==> config.mk <==
export PLATFORM = sky130hd
export DESIGN_NAME = mem_port_arbiter
export DESIGN_NICKNAME = d
export VERILOG_FILES = /design/src/rtl/mem_arb_pkg.sv /design/src/rtl/mem_arb_rr_sel.sv /design/src/rtl/mem_port_arbiter.sv
export SDC_FILE = /design/constraint.sdc
export NUM_CORES = 1
export LEC_CHECK = 0
export CAP_MARGIN = 40
export CORE_MARGIN = 2
export CORE_UTILIZATION = 60
export DETAILED_ROUTE_END_ITERATION = 10
export DONT_BUFFER_PORTS = 1
export PLACE_DENSITY = 0.76
export SLEW_MARGIN = 40
export SYNTH_ARGS = -nofsm -noshare
export SYNTH_HDL_FRONTEND = slang
export SYNTH_SLANG_ARGS = --single-unit
==> constraint.sdc <==
create_clock -name clk -period 2.6 [get_ports clk]
set_input_delay 0.52 -clock clk [delete_from_list [all_inputs] [get_ports clk]]
set_output_delay 0.52 -clock clk [all_outputs]
set_load 0.01 [all_outputs]
==> src/rtl/mem_arb_pkg.sv <==
// Shared definitions for the memory port arbiter: RAM command encodings
// (also used by the CPU FSM) and the arbiter state type.
package mem_arb_pkg;

  localparam logic [1:0] MNONE  = 2'b00;
  localparam logic [1:0] MREAD  = 2'b01;
  localparam logic [1:0] MWRITE = 2'b10;

  typedef enum logic [1:0] {
    IDLE = 2'd0,
    ACC  = 2'd1,
    RD   = 2'd2,
    DONE = 2'd3
  } arb_state_t;

  // True for the two encodings that actually touch the RAM.
  function automatic logic cmd_is_access(input logic [1:0] cmd);
    return (cmd == MREAD) || (cmd == MWRITE);
  endfunction

endpackage

==> src/rtl/mem_arb_rr_sel.sv <==
// Combinational 2-way round-robin pick. A non-zero lock_own_i mask
// restricts eligibility to the locked owner; on a tie the master that
// was not granted last wins.
module mem_arb_rr_sel
  import mem_arb_pkg::*;
(
  input  logic [1:0] req_i,
  input  logic       last_i,
  input  logic [1:0] lock_own_i,
  output logic       valid_o,
  output logic       winner_o
);

  logic [1:0] elig;

  // Mask by lock owner, then break ties against the last winner.
  always_comb begin
    elig     = (lock_own_i != 2'b00) ? (req_i & lock_own_i) : req_i;
    valid_o  = |elig;
    winner_o = (elig == 2'b11) ? ~last_i : elig[1];
  end

endmodule

==> src/rtl/mem_port_arbiter.sv <==
// Shares the single-port instruction/data RAM between the CPU FSM (m0)
// and a secondary master (m1). Round-robin, one transaction in flight.
// Sequence: IDLE -> ACC -> (RD) -> DONE -> IDLE; all outputs registered.
// Handshake: a master raises mX_req with stable cmd/addr/wdata and holds
// it until it samples mX_done=1, dropping req at that same edge; mX_gnt
// is high for ACC/RD/DONE of its own transaction only.
// Optional feature: define MEM_ARB_LOCK_EN to add m0_lock/m1_lock, which
// let the current winner keep the port across consecutive transactions.
module mem_port_arbiter
  import mem_arb_pkg::*;
#(
  parameter int AW      = 9,
  parameter int DW      = 16,
  parameter bit RR_INIT = 1'b0
) (
  input  logic          clk,
  input  logic          reset,
  input  logic          m0_req,
  input  logic [1:0]    m0_cmd,
  input  logic [AW-1:0] m0_addr,
  input  logic [DW-1:0] m0_wdata,
  output logic          m0_gnt,
  output logic          m0_done,
  output logic [DW-1:0] m0_rdata,
  input  logic          m1_req,
  input  logic [1:0]    m1_cmd,
  input  logic [AW-1:0] m1_addr,
  input  logic [DW-1:0] m1_wdata,
  output logic          m1_gnt,
  output logic          m1_done,
  output logic [DW-1:0] m1_rdata,
`ifdef MEM_ARB_LOCK_EN
  input  logic          m0_lock,
  input  logic          m1_lock,
`endif
  output logic [1:0]    mem_cmd,
  output logic [AW-1:0] mem_addr,
  output logic [DW-1:0] mem_wdata,
  input  logic [DW-1:0] mem_rdata,
  output arb_state_t    dbg_state
);

  arb_state_t    state_q;
  logic          win_q, last_q;
  logic          m0_gnt_q, m1_gnt_q, m0_done_q, m1_done_q;
  logic [DW-1:0] m0_rdata_q, m1_rdata_q;
  logic [1:0]    mem_cmd_q;
  logic [AW-1:0] mem_addr_q;
  logic [DW-1:0] mem_wdata_q;

  logic          sel_valid, sel_win;
  logic [1:0]    lock_own;
  logic [1:0]    sel_cmd;
  logic [AW-1:0] sel_addr;
  logic [DW-1:0] sel_wdata;

`ifdef MEM_ARB_LOCK_EN
  logic lock_q, lock_owner_q;

  // Lock stays in force only while the owner still holds its lock input.
  always_comb begin
    lock_own = 2'b00;
    if (lock_q && (lock_owner_q ? m1_lock : m0_lock))
      lock_own = lock_owner_q ? 2'b10 : 2'b01;
  end
`else
  assign lock_own = 2'b00;
`endif

  mem_arb_rr_sel u_sel (
    .req_i      ({m1_req, m0_req}),
    .last_i     (last_q),
    .lock_own_i (lock_own),
    .valid_o    (sel_valid),
    .winner_o   (sel_win)
  );

  // Route the prospective winner's request fields.
  always_comb begin
    sel_cmd   = sel_win ? m1_cmd   : m0_cmd;
    sel_addr  = sel_win ? m1_addr  : m0_addr;
    sel_wdata = sel_win ? m1_wdata : m0_wdata;
  end

  // Arbiter FSM with registered grant/done/rdata and RAM drive.
  always_ff @(posedge clk) begin
    if (reset) begin
      state_q     <= IDLE;
      win_q       <= 1'b0;
      last_q      <= ~RR_INIT;
      m0_gnt_q    <= 1'b0;
      m1_gnt_q    <= 1'b0;
      m0_done_q   <= 1'b0;
      m1_done_q   <= 1'b0;
      m0_rdata_q  <= '0;
      m1_rdata_q  <= '0;
      mem_cmd_q   <= MNONE;
      mem_addr_q  <= '0;
      mem_wdata_q <= '0;
`ifdef MEM_ARB_LOCK_EN
      lock_q       <= 1'b0;
      lock_owner_q <= 1'b0;
`endif
    end else begin
      case (state_q)
        IDLE: begin
`ifdef MEM_ARB_LOCK_EN
          if (lock_own == 2'b00) lock_q <= 1'b0;
`endif
          if (sel_valid) begin
            state_q     <= ACC;
            win_q       <= sel_win;
            // Unknown commands are sequenced like a write but never reach RAM.
            mem_cmd_q   <= cmd_is_access(sel_cmd) ? sel_cmd : MNONE;
            mem_addr_q  <= sel_addr;
            mem_wdata_q <= sel_wdata;
            if (sel_win) m1_gnt_q <= 1'b1;
            else         m0_gnt_q <= 1'b1;
          end
        end
        ACC: begin
          if (mem_cmd_q == MREAD) begin
            state_q <= RD;
          end else begin
            state_q   <= DONE;
            mem_cmd_q <= MNONE;
            if (win_q) m1_done_q <= 1'b1;
            else       m0_done_q <= 1'b1;
          end
        end
        RD: begin
          state_q   <= DONE;
          mem_cmd_q <= MNONE;
          if (win_q) begin
            m1_rdata_q <= mem_rdata;
            m1_done_q  <= 1'b1;
          end else begin
            m0_rdata_q <= mem_rdata;
            m0_done_q  <= 1'b1;
          end
        end
        DONE: begin
          state_q   <= IDLE;
          last_q    <= win_q;
          m0_gnt_q  <= 1'b0;
          m1_gnt_q  <= 1'b0;
          m0_done_q <= 1'b0;
          m1_done_q <= 1'b0;
`ifdef MEM_ARB_LOCK_EN
          lock_q       <= win_q ? m1_lock : m0_lock;
          lock_owner_q <= win_q;
`endif
        end
        default: state_q <= IDLE;
      endcase
    end
  end

  assign m0_gnt    = m0_gnt_q;
  assign m1_gnt    = m1_gnt_q;
  assign m0_done   = m0_done_q;
  assign m1_done   = m1_done_q;
  assign m0_rdata  = m0_rdata_q;
  assign m1_rdata  = m1_rdata_q;
  assign mem_cmd   = mem_cmd_q;
  assign mem_addr  = mem_addr_q;
  assign mem_wdata = mem_wdata_q;
  assign dbg_state = state_q;

endmodule

## Word level (Yosys, flattened, before mapping)

Cells that the tools add are included.

- Input port bits: 74
- Logic and storage cells: 61
- Output and inout bits: 65
- Register bits: 67

- Reduce and logical (&&, ||, !) cells: 13
- Muxes and demuxes: 23
- Equality and inequality tests: 11
- Bitwise operators: 2

Operator list:

| operator | count |
|---|---|
| $mux W16 | 1 |
| $mux W1 | 10 |
| $mux W2 | 5 |
| $mux W9 | 1 |
| $reduce_and A3 Y1 | 3 |
| $eq A2 B2 Y1 const B | 4 |
| $ne A2 B2 Y1 const B | 4 |
| $pmux W2 S4 | 1 |
| $reduce_and A2 Y1 | 4 |
| $eq A2 B1 Y1 const B | 3 |
| $pmux W1 S3 | 2 |
| $pmux W2 S3 | 1 |
| $reduce_bool A3 Y1 | 2 |
| $pmux W1 S2 | 2 |
| $logic_not A2 Y1 | 1 |
| $not A1 Y1 | 2 |
| $reduce_bool A2 Y1 | 1 |
| $reduce_or A2 Y1 | 1 |
| $logic_or A1 B1 Y1 | 1 |

## Logic depth before layout (Yosys ltp)

- Depth after elaboration: 8
- Depth in mapped cells: 7
- Depth with buffers taken out: 6

## Modules after synthesis

Synthesis repeated with hierarchy kept, for this count alone.

- Cells, all modules: 328
- Area total of the unflattened synthesis: 2810.2 µm²

By module, submodules not included:

| module | instances | cells an instance | area an instance (µm²) | sequential area each (µm²) |
|---|---|---|---|---|
| mem_port_arbiter | 1 | 320 | 2768.9 | 1341.3 |
| mem_arb_rr_sel | 1 | 8 | 41.3 | 0.0 |

## Worst setup path before layout

No wires, ideal clock.

- Kind: register to register
- From: register state_q[0], in the netlist dbg_state[0]
- To: register mem_cmd_q[1], in the netlist mem_cmd[1]
- Setup time: 0.134 ns
- Data required time: 2.466 ns
- Path slack: 1.028 ns
- Data arrival time: 1.438 ns
- Clock period less this slack: 1.572 ns
- Buffers on the path: 0
- Stages on the path, launching flop included: 7
- Path through: dfxtp_1 -> inv_1 -> ha_1 -> nor3b_1 -> nor2_1 -> a21oi_1 -> a211oi_1

- Cells in the longest elaborated chain, start to end: 3
- Elaborated cells between the ends (all ways): 8
- Those cells by class: eq/ne (4); mux (1); reduce/logical (3)

RTL lines:

| item | line | source |
|---|---|---|
| start: declaration | mem_port_arbiter.sv:43 | `arb_state_t state_q;` |
| start signal: assignment | mem_port_arbiter.sv:88 | `state_q <= IDLE;` |
| start signal: assignment | mem_port_arbiter.sv:111 | `state_q <= ACC;` |
| start signal: assignment | mem_port_arbiter.sv:123 | `state_q <= RD;` |
| $eq A2 B1 Y1 (tied with other cells) | mem_port_arbiter.sv:105 | `case (state_q)` |
| $ne A2 B2 Y1 (no line) / $reduce_bool A3 Y1 (equally long branches) | - |  |
| $reduce_and A3 Y1 (no line) | - |  |
| end signal: assignment | mem_port_arbiter.sv:114 | `mem_cmd_q <= cmd_is_access(sel_cmd) ? sel_cmd : MNONE;` |
| end: declaration | mem_port_arbiter.sv:47 | `logic [1:0] mem_cmd_q;` |

Parallel ways exist; a longest one is shown, timed or not.
A chain may end at the register's enable or synchronous reset.

## Worst setup path after layout

- From: register state_q[0], in the netlist dbg_state[0]
- To: register mem_wdata_q[0], in the netlist mem_wdata[0]

- Cells in the longest elaborated chain, start to end: 2

RTL lines:

| item | line | source |
|---|---|---|
| $logic_not A2 Y1 | mem_port_arbiter.sv:105 |  |
| $reduce_and A2 Y1 (no line) | - |  |
| end signal: assignment | mem_port_arbiter.sv:116 | `mem_wdata_q <= sel_wdata;` |
| end: declaration | mem_port_arbiter.sv:49 | `logic [DW-1:0] mem_wdata_q;` |

Every way passes these cells.

==> results_dict.tcl <==
set metrics [dict create \
    yosysWarnings 0 \
    top_level_ports 139 \
    p_clk_frac 0.279 \
    globalRouteTotalUtil 0.221 \
    final_cell_mix "nand2_1 (68), dfxtp_1 (67), a21oi_1 (37)" \
    finish.utilization 0.664 \
    required_ns 2.83 \
    postCtsSetupBuffers 0 \
    crit_arrival_ns 2.11 \
    root_buffer "clkbuf_8" \
    syn_area_sq_um 2770 \
    via_per_inst 5.87 \
    power.internal_uw 1840 \
    fin_setup_tns_ns 0 \
    status "complete, no violations" \
    core-area_sq_um 4410 \
    ys_types 29 \
    synth_cells 315 \
    synth-seq-area-share 0.484 \
    p_seq_frac 0.509 \
    path_clk_slew_ns 0.07 \
    fin_area_sq_um 2930 \
    grt_max_degree 68 \
    critPathLaunchType "register" \
    crit_type "register to register" \
    grt_pass1_wl_um 8950 \
    place_area_sq_um 2740 \
    worst_ir_drop_vdd_mv 0.602 \
    ys_ff_latch 67 \
    clockBufferDepth 2 \
    die_y_um 72.0 \
    ctsResizeCount 0 \
    setup_viol 0 \
    final_common_cell "nand2_1" \
    ant_nets 0 \
    max_freq_mhz 533 \
    worstPathMaxFanout 50 \
    rsz0062_at_grt "no" \
    drt-pass1-iter-count 4 \
    pwr_density_cell_nw_per_um2 963 \
    insertion_delay_ns 0.33 \
    p_sw_uw 979 \
    synth_area_per_cell_sq_um 8.80 \
    place.gp.congestion 0.774 \
    nFillCells 372 \
    dp_hpwl_um 3920 \
    totalWireLength_um 5590 \
    cts_tree "done" \
    fin_worst_skew_ns 0.00558 \
    hold_ws_ns 0.252 \
    antenna_found_initial 0 \
    cts.sinks 67 \
    die_w_um 72.0 \
    hold_path.class "primary input to register" \
    cap_violations 0 \
    combPwrFrac 0.212 \
    period_minus_slack_ns 1.88 \
    hold_viol 0 \
    final_nets 386 \
    cts.htree.levels 3 \
    syn_nets 394 \
    first_global_vias 1930 \
    dr_total_vias 2137 \
    slew_headroom 0.562 \
    swShare 0.347 \
    slew_violations 0 \
    dieArea_sq_um 5180 \
    port_buffers 0 \
    drt_iter0_drc 106 \
    numCtsBuffers 9 \
    start_util 0.628 \
    gr-total-overflow 0 \
    drc 0 \
    drive_gt1_frac 0.0801 \
    num_antenna_cells 0 \
    area_delta_synth_final_pct 5.82 \
    leakagePower_uw 0.00103 \
    endpoint_kind "register" \
    worst_pin_slew_ns 0.654 \
    finalCritPeriodShare 0.721 \
    postCtsHoldBufs 0 \
    rows 24 \
    wl_per_cell_um 15.3 \
]
-- metrics by stage --
step | instances | worst slack (ns) | total power, uW
global placement | 348 | 0.731 | 2040
floorplan | 315 | 1.03 | 1960
detailed placement | 348 | 0.724 | 2070
global route | 364 | 0.445 | 3020
CTS | 364 | 0.725 | 2860
finish | 364 | 0.724 | 2820
-- registers in the layout (all words and copies together), names as in the netlist --
register / cells
m1_gnt: 1
m0_done: 1
win_q: 1
mem_wdata: 16
m1_rdata: 16
last_q: 1
m1_done: 1
mem_addr: 9
m0_gnt: 1
mem_cmd: 2
m0_rdata: 16
dbg_state: 2
-- critical path, cell delays in order, from the launching register on --
cell and delay [ns]:
dfxtp_1 0.39, inv_1 0.13, ha_1 0.28, inv_1 0.13, nor2_4 0.11, buf_4 0.40, nor2_1 0.07, a211oi_1 0.24
-- final timing paths --
check | startpoint | end | slack (ns) | cells past startpoint
max | dbg_state[0] | mem_wdata[0] | 0.72 | 7
min | reset | mem_wdata[7] | 0.25 | 1
max reg2reg | dbg_state[0] | mem_wdata[0] | 0.72 | 7
min reg2reg | m1_rdata[0] | m1_rdata[0] | 0.49 | 2
-- layout make-up --
type | instances | area, sq um | share of cell area
Clock buffer | 11 | 151 | 0.0516
Tap cell | 52 | 65.1 | 0.0222
Sequential cell | 67 | 1340 | 0.457
Inverter | 5 | 18.8 | 0.00640
Timing Repair Buffer | 2 | 15.0 | 0.00512
Multi-Input combinational cell | 222 | 1300 | 0.445
Clock inverter | 5 | 37.5 | 0.0128
-- cells in the mapped netlist --
cell	instances	area share
buf_6	1	0.0041
nand3b_1	1	0.0027
o31ai_1	1	0.0027
nand3_1	1	0.0018
a31oi_1	3	0.0068
nor2b_1	3	0.0068
nor4b_1	1	0.0032
inv_1	5	0.0068
a21oi_1	37	0.067
o21ai_0	5	0.0090
ha_1	5	0.023
nor2_1	33	0.045
nor3_1	1	0.0018
buf_8	2	0.011
buf_2	7	0.013
nand2_1	68	0.092
nor3b_1	2	0.0054
a211oi_1	25	0.068
a21boi_4	1	0.0068
and2_1	1	0.0023
a22oi_1	1	0.0027
a211o_1	1	0.0032
a211oi_2	4	0.018
mux2i_1	26	0.094
and3b_1	1	0.0032
dfxtp_1	67	0.48
clkbuf_1	8	0.011
a21boi_0	1	0.0027
buf_1	3	0.0041
-- power groups by stage --
stage	clock network (uW)	logic (uW)	registers, uW
finish	787	600	1440
global route	863	691	1460
CTS	809	605	1440
detailed placement	0	605	1460
global placement	0	576	1460
floorplan	0	541	1420
-- layer usage --
layer	routed length, um	global-route usage	vias to the layer above
met5	0	0	-
met4	69	0.107	0
met3	605	0.0931	5
met2	2710	0.370	104
met1	2210	0.242	959
li1	-	-	1069
-- kinds of logic after synthesis --
| family | after synthesis | synth area share |
|---|---|---|
| mux | 26 | 0.0939 |
| buf+inv | 26 | 0.0492 |
| fa+ha+maj | 5 | 0.0226 |
| simple gates | 112 | 0.164 |
| compound gates | 79 | 0.186 |
| flops | 67 | 0.484 |
(Power assumes the default switching activity.)
